`src/rtl/pack_narrow_to_wide.sv`:
```
// rtl/pack_narrow_to_wide.sv - narrow-to-wide stream packer with keep mask, last flush and registered output
module pack_narrow_to_wide #(
    parameter int IN_W      = 8,
    parameter int RATIO     = 2,
    parameter int MSB_FIRST = 1,
    localparam int OUT_W    = IN_W * RATIO,
    localparam int CNT_W    = $clog2(RATIO + 1)
) (
    input  logic             clk,
    input  logic             reset,
    input  logic             in_valid,
    output logic             in_ready,
    input  logic [IN_W-1:0]  in_data,
    input  logic             in_last,
    output logic             out_valid,
    input  logic             out_ready,
    output logic [OUT_W-1:0] out_data,
    output logic [RATIO-1:0] out_keep,
    output logic             out_last,
    output logic [CNT_W-1:0] fill_cnt
);

    logic [OUT_W-1:0] acc_data;
    logic [RATIO-1:0] acc_keep;
    logic [OUT_W-1:0] merged_data;
    logic [RATIO-1:0] merged_keep;
    logic [RATIO-1:0] lane_hot;
    logic             accept;
    logic             complete;

    assign in_ready = !out_valid || out_ready;
    assign accept   = in_valid && in_ready;
    assign complete = accept && (in_last || (fill_cnt == CNT_W'(RATIO - 1)));

    // Accumulator view with the incoming beat already dropped into its lane.
    always_comb begin
        lane_hot    = '0;
        merged_data = acc_data;
        for (int i = 0; i < RATIO; i++) begin
            if (fill_cnt == CNT_W'((MSB_FIRST != 0) ? (RATIO - 1 - i) : i)) begin
                lane_hot[i] = 1'b1;
            end
            if (lane_hot[i]) begin
                merged_data[i*IN_W +: IN_W] = in_data;
            end
        end
        merged_keep = acc_keep | lane_hot;
    end

    always_ff @(posedge clk or negedge reset) begin
        if (!reset) begin
            acc_data  <= '0;
            acc_keep  <= '0;
            fill_cnt  <= '0;
            out_valid <= 1'b0;
            out_data  <= '0;
            out_keep  <= '0;
            out_last  <= 1'b0;
        end else if (complete) begin
            // A completing beat may coincide with a handshake; the new word simply replaces the old.
            out_valid <= 1'b1;
            out_data  <= merged_data;
            out_keep  <= merged_keep;
            out_last  <= in_last;
            acc_data  <= '0;
            acc_keep  <= '0;
            fill_cnt  <= '0;
        end else begin
            if (out_valid && out_ready) begin
                out_valid <= 1'b0;
            end
            if (accept) begin
                acc_data <= merged_data;
                acc_keep <= merged_keep;
                fill_cnt <= fill_cnt + CNT_W'(1);
            end
        end
    end

endmodule

```
`config.mk`:
```
export PLATFORM = sky130hd
export DESIGN_NAME = pack_narrow_to_wide
export DESIGN_NICKNAME = d
export VERILOG_FILES = /design/src/rtl/pack_narrow_to_wide.sv
export SDC_FILE = /design/constraint.sdc
export NUM_CORES = 1
export LEC_CHECK = 0
export ABC_AREA = 1
export CORE_ASPECT_RATIO = 1.25
export CORE_MARGIN = 2
export CORE_UTILIZATION = 50
export DETAILED_ROUTE_END_ITERATION = 8
export HOLD_SLACK_MARGIN = 0.02
export PLACE_DENSITY_LB_ADDON = 0.08
export SLEW_MARGIN = 25
export SYNTH_ARGS = -nofsm -noshare
export SYNTH_HDL_FRONTEND = slang
export SYNTH_SLANG_ARGS = --single-unit
```
`constraint.sdc`:
```
create_clock -name clk -period 1.6 [get_ports clk]
set_input_delay 0.16 -clock clk [delete_from_list [all_inputs] [get_ports clk]]
set_output_delay 0.16 -clock clk [all_outputs]
set_load 0.01 [all_outputs]
```
; ---- Word level (Yosys, flattened, before mapping)
; Index checks and enable logic that the tools add are counted.
; W data, S select, Z words.
[totals]
register_bits = 40
latch_bits = 0
ramBits = 0
romBits = 0
inputBits = 13
out_inout_bits = 23
elab_cells = 31
mem_count = 0
[classes]
addsub = 1
mul = 0
div = 0
order_cmp = 0
eq_ne = 1
n_shift = 0
mux = 12
bitwise = 1
n_reduce_logical = 9
[ops]
columns = operator, count
row1 = $mux W16, 2
row2 = $mux W8, 2
row3 = $mux W2, 4
row4 = $mux W1, 4
row5 = $reduce_bool A2 Y1, 2
row6 = $logic_and A1 B1 Y1, 3
row7 = $add A2 B1 Y2 const B, 1
row8 = $eq A2 B1 Y1 const B, 1
row9 = $logic_not A2 Y1, 1
row10 = $logic_or A1 B1 Y1, 2
row11 = $or A2 B2 Y2, 1
row12 = $logic_not A1 Y1, 1

; ---- Logic depth before layout (Yosys ltp)
; Gate-level depths: netlist of the first run.
[depth]
ltp_word = 5
mapped_depth = 10
depth_no_buf = 7

; ---- Worst setup path before layout of the first run
; No wires, ideal clock.
[synth_path]
kind = register to register
from = register fill_cnt[1]
to = register out_keep[1]
arrival_time_ns = 1.304
required_time_ns = 1.483
slack_ns = 0.179
stages_incl_launch_ff = 10
n_path_buf = 3
period_less_slack_ns = 1.421
cell_sequence = dfrtp_1 > inv_1 > ha_1 > buf_6 > inv_4 > nand2_4 > buf_6 > buf_4 > nand3_1 > nand2_1
[synth_between]
elab_chain_len = 3
elab_cells_between_ends = 6
[synth_rtl]
columns = element, line_no
row1 = start: declaration, 20  ; output logic [CNT_W-1:0] fill_cnt
row2 = start signal: assignment, 75  ; fill_cnt <= fill_cnt + CNT_W'(1);
row3 = $logic_not A2 Y1 or $eq A2 B1 Y1 (tied branches), "40, 33"
row4 = $mux W1 or $logic_or A1 B1 Y1 (tied branches), "40, 33"
row5 = $or A2 B2 Y2 or $logic_and A1 B1 Y1 (tied branches), "47, 33"
row6 = end signal: assignment, 63  ; out_keep <= merged_keep;
row7 = end: declaration, 18  ; output logic [RATIO-1:0] out_keep,
; Parallel ways exist; a longest one is shown, timed or not.
; A chain may end at the register's enable or synchronous reset.

; ---- Worst setup path in the final report of the first run
[layout_path]
from = register out_valid
to = output in_ready
[layout_between]
elab_chain_len = 2
[layout_rtl]
columns = element, line_no
row1 = start: declaration, 15  ; output logic out_valid,
row2 = start signal: assignment, 55  ; out_valid <= 1'b0;
row3 = start signal: assignment, 61  ; out_valid <= 1'b1;
row4 = start signal: assignment, 70  ; out_valid <= 1'b0;
row5 = $logic_not A1 Y1, 31  ; assign in_ready = !out_valid || out_ready;
row6 = $logic_or A1 B1 Y1, 31
row7 = end: declaration, 12  ; output logic in_ready,
; No other way between the ends.

==> flow_metrics.py, run 1 <==
metrics = {
    "status": {
        "status": "finished clean",
    },
    "timing": {
        "slew-limit-headroom_pct": 69.2,
        "finalHoldViolCount": 0,
        "fin_ws_ns": 0.114,
        "tns_ns": 0,
        "slew_viol_final": 0,
        "fin_crit_ns": 1.49,
        "hold_slack_ns": 0.354,
        "rsz0062_at_grt": "false",
        "worst_slew_pin_slew_ns": 0.462,
        "fmax_mhz": 673,
        "skew_ns": 0.0111,
        "fin_crit_sh_pct": 92.8,
        "setup_viol": 0,
    },
    "synthesis": {
        "ys.flop_type": "dfrtp_1",
        "synth_warnings": 0,
        "synth.avg_cell_area_sq_um": 8.08,
        "netlist.area_leader.share_pct": 52.9,
        "synthesis.area_sq_um": 1890,
        "synth_edf_count": 0,
        "synth_most_common_cell": "nand2_1",
        "ys_ff_latch": 40,
        "synth_top_area_cell": "dfrtp_1",
        "synthArstFlopShare_pct": 100,
        "synth_commonest_cells": "128 x nand2_1, 40 x dfrtp_1, 37 x nand3_1",
        "synth_nets": 249,
        "synth_cell_types": 15,
        "syn_inst": 234,
        "yosysSeqAreaShare_pct": 52.9,
        "synth_area_leaders": "dfrtp_1 53%, nand2_1 25%, nand3_1 9.8%",
    },
    "global_route": {
        "overflow": 0,
        "first_global_vias": 1460,
        "grt_max_degree": 39,
        "track_usage_pct": 21.4,
        "grt_pass1_wl_um": 6910,
        "antenna_found_initial": 0,
    },
    "flow_run": {
        "maxCapViolCount": 0,
    },
    "power": {
        "ir_drop_uv": 816,
        "switching_share_pct": 33.7,
        "leakagePower_nw": 1.29,
        "power_switching_mw": 1.24,
        "p_int_mw": 2.45,
        "powerDensity_nw_per_um2": 1560,
        "seq_power_share_pct": 39.8,
        "p_clk_share_pct": 21.8,
        "p_comb_share_pct": 38.5,
    },
    "setup_path": {
        "path_cells": "nand2_1 > clkdlybuf4s50_1",
        "cpMaxStageDelayCell": "clkdlybuf4s50_1",
        "worstPathMaxFanout": 3,
        "cp-end-kind": "output port",
        "slowest_delay_ns": 0.53,
        "critPathLaunchType": "register",
        "crit_required_ns": 1.44,
        "crit_type": "reg -> out",
        "r2r_end": "acc_data[9]$_DFFE_PN0P_",
        "r2r_cells": 6,
        "regToRegStartpoint": "fill_cnt[0]$_DFFE_PN0P_",
        "arrival_ns": 1.33,
        "r2r_slack_ns": 0.15,
    },
    "finish": {
        "nFillCells": 337,
        "syn2layout_area_growth_pct": 25.1,
        "n_antenna_cell": 0,
        "instances_no_fill": 312,
        "drive_gt1_share_pct": 8.46,
        "fin_nets": 286,
    },
    "cts": {
        "htree_levels": 2,
        "cts-root-buf": "clkbuf_8",
        "clock_path_buffers": 2,
        "cts.sinks": 40,
        "cts_buffers": 5,
        "cts_post_setup_buffers_inserted": 0,
        "cts_tree": "yes",
        "clkLatencyLatePin_ns": 0.29,
        "clkSlewWorstSetupHoldPaths_ns": 0.07,
    },
    "route": {
        "ant_nets": 0,
        "drc": 0,
        "via_per_inst": 4.89,
        "drtPass1Iterations": 5,
        "avgRoutedWirePerCell_um": 12.7,
        "routed_wl_um": 3980,
        "drt_iter0_drc": 59,
        "num_vias": 1526,
    },
    "floorplan": {
        "dieArea_sq_um": 4290,
        "rows": 25,
        "io_pins": 36,
        "core_area_sq_um": 3690,
        "die_w_um": 59.0,
        "start_util_pct": 51.3,
        "die_h_um": 72.8,
    },
    "placed_design": {
        "dpl.hpwl_um": 2650,
        "pre_cts_ws_ns": 0.152,
        "placed_cells": 303,
        "place.gp.congestion": 0.819,
        "io_buffers": 35,
    },
    "hold_path": {
        "hold_class": "in -> async",
    },
}
-- critical path, delay by kind of cell (launching register included) --
kind,cells,cell delay (ns)
AND/OR/NAND/NOR,1,0.10
buffers and inverters,1,0.53
flip-flops,1,0.41
-- repair_timing --
action	4_1_cts	5_1_grt
hold buffers	1	0
hold endpoints to repair	18	0
gates resized for setup	0	0
-- cell usage in the layout, fill, tap and decap left out --
master	n
nand2_1	128
nand2_4	1
dfrtp_1	40
clkinv_2	1
nand3_1	37
clkbuf_1	1
inv_1	6
inv_2	2
nand3_4	1
nand2_2	1
dlygate4sd3_1	1
clkbuf_8	5
a21oi_2	1
buf_12	2
inv_4	1
clkdlybuf4s50_1	34
bufinv_16	1
buf_2	1
buf_4	4
or2_2	2
ha_1	2
-- worst max path at each step --
stage                             from                  endpoint  slack [ns]  cells past startpoint
2_1_floorplan  fill_cnt[1]$_DFFE_PN0P_   out_keep[1]$_DFFE_PN0P_        0.18                      9
3_3_place_gp                 out_ready   fill_cnt[1]$_DFFE_PN0P_        0.16                      7
3_5_place_dp                 out_ready   acc_data[9]$_DFFE_PN0P_        0.15                      7
4_1_cts          out_valid$_DFFE_PN0P_                  in_ready         0.1                      2
5_1_grt        fill_cnt[0]$_DFFE_PN0P_  acc_data[11]$_DFFE_PN0P_        0.02                      6
6_report         out_valid$_DFFE_PN0P_                  in_ready        0.11                      2
-- logic make-up after synthesis --
group | after synthesis | synth area share, %
flip-flops | 40 | 52.9
AO/OA/AOI/OAI | 1 | 0.463
adder cells (fa/ha/maj) | 2 | 1.32
buffers and inverters | 21 | 7.61
AND/OR/NAND/NOR | 170 | 37.7
-- per-stage QoR --
step                      util (%)  instance area (sq um)  power [mW]
after global routing          64.1                   2370        3.94
after detailed placement      60.9                   2250        2.91
after floorplan                  -                   1890        2.27
after CTS                     64.1                   2370        3.73
after global placement        60.9                   2250        2.90
final                         64.1                   2370        3.69
-- layer usage --
metal  part of all wire [%]  vias to the layer above  global-route usage, %
met5                      0                        -                      0
met4                    1.6                        0                   7.58
met3                    3.7                        5                   4.79
met2                     47                       36                   33.3
met1                     48                      685                   29.4
li1                       -                      800                      -
-- sequential cells by signal, summed over array words and instances, names as in the netlist --
name and flops:
acc_data 16, acc_keep 2, fill_cnt 2, out_data 16
out_keep 2, out_last 1, out_valid 1
-- layout make-up --
type | count | area [sq um] | area share (%)
repair buffers | 42 | 425 | 18.0
flip-flops and latches | 40 | 1000 | 42.3
well taps | 40 | 50.0 | 2.11
inverters | 9 | 36.3 | 1.53
multi-input cells | 173 | 747 | 31.6
clock inverters | 2 | 35.0 | 1.48
clock buffers | 6 | 72.6 | 3.07
-- power groups by stage --
stage	Clock, mW	Combinational (mW)	Sequential, mW
finish	0.803	1.42	1.47
global route	0.849	1.59	1.51
CTS	0.829	1.43	1.47
detailed placement	0	1.42	1.49
global placement	0	1.41	1.49
floorplan	0	0.696	1.58
Note: power is estimated with default switching activity, not from simulation.
==> run 2: changes to the inputs <==
Settings changed: CTS_CLUSTER_SIZE set to 24.
==> results of run 2 <==
Same layout as run 1: the final DEF is identical, and so are final timing and power.
==> run 3: changes to the inputs <==
Settings changed: ABC_CLOCK_PERIOD_IN_PS set to 1600, CORE_MARGIN 2 to 4.
==> flow_metrics.py, run 3 (synthesis results as in run 1) <==
metrics = {
    "timing": {
        "rsz0062_at_grt": "false",
        "slew-limit-headroom_pct": 75.3,
        "fmax_mhz": 679,
        "setup_viol": 0,
        "worst_slew_pin_slew_ns": 0.369,
        "slew_viol_final": 0,
        "fin_crit_sh_pct": 92.1,
        "tns_ns": 0,
        "skew_ns": 0.00482,
        "fin_crit_ns": 1.47,
        "finalHoldViolCount": 0,
    },
    "finish": {
        "instances_no_fill": 312,
        "final_area_sq_um": 2370,
        "reg_top3": "acc_data: 16 flops, out_data: 16 flops",
        "final_cell_mix": "128 x nand2_1, 40 x dfrtp_1, 37 x nand3_1",
        "fin_util_pct": 66.3,
        "drive_gt1_share_pct": 8.42,
        "n_antenna_cell": 0,
        "syn2layout_area_growth_pct": 25.2,
        "fin_nets": 287,
        "final_common_cell": "nand2_1",
    },
    "setup_path": {
        "crit_family": "buffers and inverters",
        "worstPathMaxFanout": 3,
        "arrival_ns": 1.31,
        "path_buf_inv": 1,
        "crit_required_ns": 1.44,
        "cp-end-kind": "output port",
        "slowest_delay_ns": 0.53,
        "r2r_slack_ns": 0.18,
        "critPathLaunchType": "register",
        "path_cells": "nand2_1 > clkdlybuf4s50_1",
        "critPathLaunch": "out_valid$_DFFE_PN0P_",
        "crit_type": "reg -> out",
        "regToRegStartpoint": "fill_cnt[0]$_DFFE_PN0P_",
        "cpMaxStageDelayCell": "clkdlybuf4s50_1",
    },
    "power": {
        "p_total_mw": 3.60,
        "leakagePower_nw": 1.29,
        "ir_drop_uv": 885,
        "powerDensity_nw_per_um2": 1520,
    },
    "status": {
        "status": "finished clean",
    },
    "cts": {
        "htree_levels": 2,
        "clkLatencyLatePin_ns": 0.29,
        "cts.sinks": 40,
        "cts-root-buf": "clkbuf_8",
        "cts_tree": "yes",
        "cts_post_setup_buffers_inserted": 0,
        "clkSlewWorstSetupHoldPaths_ns": 0.07,
        "cts_buffers": 5,
        "clock_path_buffers": 2,
    },
    "route": {
        "drc": 0,
        "met3WireLength_um": 224,
        "routed_wl_um": 4270,
        "wl_met1_um": 1820,
        "via_per_inst": 5.08,
        "num_vias": 1586,
        "avgRoutedWirePerCell_um": 13.7,
        "top_layer": "met4",
        "drt_iter0_drc": 117,
        "met2_length_um": 2150,
        "drtPass1Iterations": 4,
        "ant_nets": 0,
    },
    "floorplan": {
        "rows": 24,
        "start_util_pct": 52.9,
        "dieArea_sq_um": 4840,
        "die_h_um": 76.8,
        "io_pins": 36,
        "core_area_sq_um": 3570,
        "die_w_um": 63.0,
    },
    "placed_design": {
        "place.gp.congestion": 0.827,
        "dpl-instance-area_sq_um": 2250,
        "placed_cells": 302,
        "dpl.hpwl_um": 2930,
        "io_buffers": 35,
    },
    "global_route": {
        "track_usage_pct": 19.7,
        "first_global_vias": 1586,
        "grt_max_degree": 41,
        "grt_pass1_wl_um": 7440,
        "overflow": 0,
        "antenna_found_initial": 0,
    },
    "hold_path": {
        "hold_class": "in -> async",
    },
    "flow_run": {
        "maxCapViolCount": 0,
    },
}
[run 3: worst min-delay path, cell delays in order]
cell and delay (ns):
dlygate4sd3_1 0.52, buf_2 0.12, buf_12 0.21
[run 3: what timing repair did]
item,CTS,global route
endpoints found under the setup margin,0,11
gates resized for setup,0,3
hold buffers,1,0
hold endpoints to repair,40,0
[run 3: area by class of cell]
class	count	area, sq um
tap	39	48.8
multi-input combinational	174	764
inverter	9	38.8
fill	327	1200
clock buffer	8	90.1
sequential	40	1000
timing repair buffer	42	425
[run 3: path summary, 6_finish.rpt]
check	to	cells after the start
worst max-delay path	in_ready	2
worst min-delay path	out_data[3]$_DFFE_PN0P_	3
worst max register to register	out_data[6]$_DFFE_PN0P_	6
worst min register to register	acc_keep[0]$_DFFE_PN0P_	2
max in group asynchronous	acc_data[15]$_DFFE_PN0P_	3
min in group clk	out_last$_DFFE_PN0P_	3
[run 3: where the power goes]
group	internal (mW)	switching (mW)	leakage [nW]	total, mW
Sequential	1.31	0.175	0.528	1.48
Clock	0.351	0.328	0.0455	0.679
Combinational	0.682	0.751	0.713	1.43
Total	2.34	1.25	1.29	3.60
[run 3: metrics by stage]
step	setup slack [ns]	hold WS (ns)
finish	0.126	0.359
global route	0.0115	0.386
CTS	0.109	0.374
detailed placement	0.127	0.146
global placement	0.152	0.143
floorplan	0.179	-0.136
[run 3: routing by layer]
metal	global-route usage, %	vias up
met5	0	-
met4	7.28	0
met3	4.82	7
met2	33.1	45
met1	24.5	725
li1	-	809
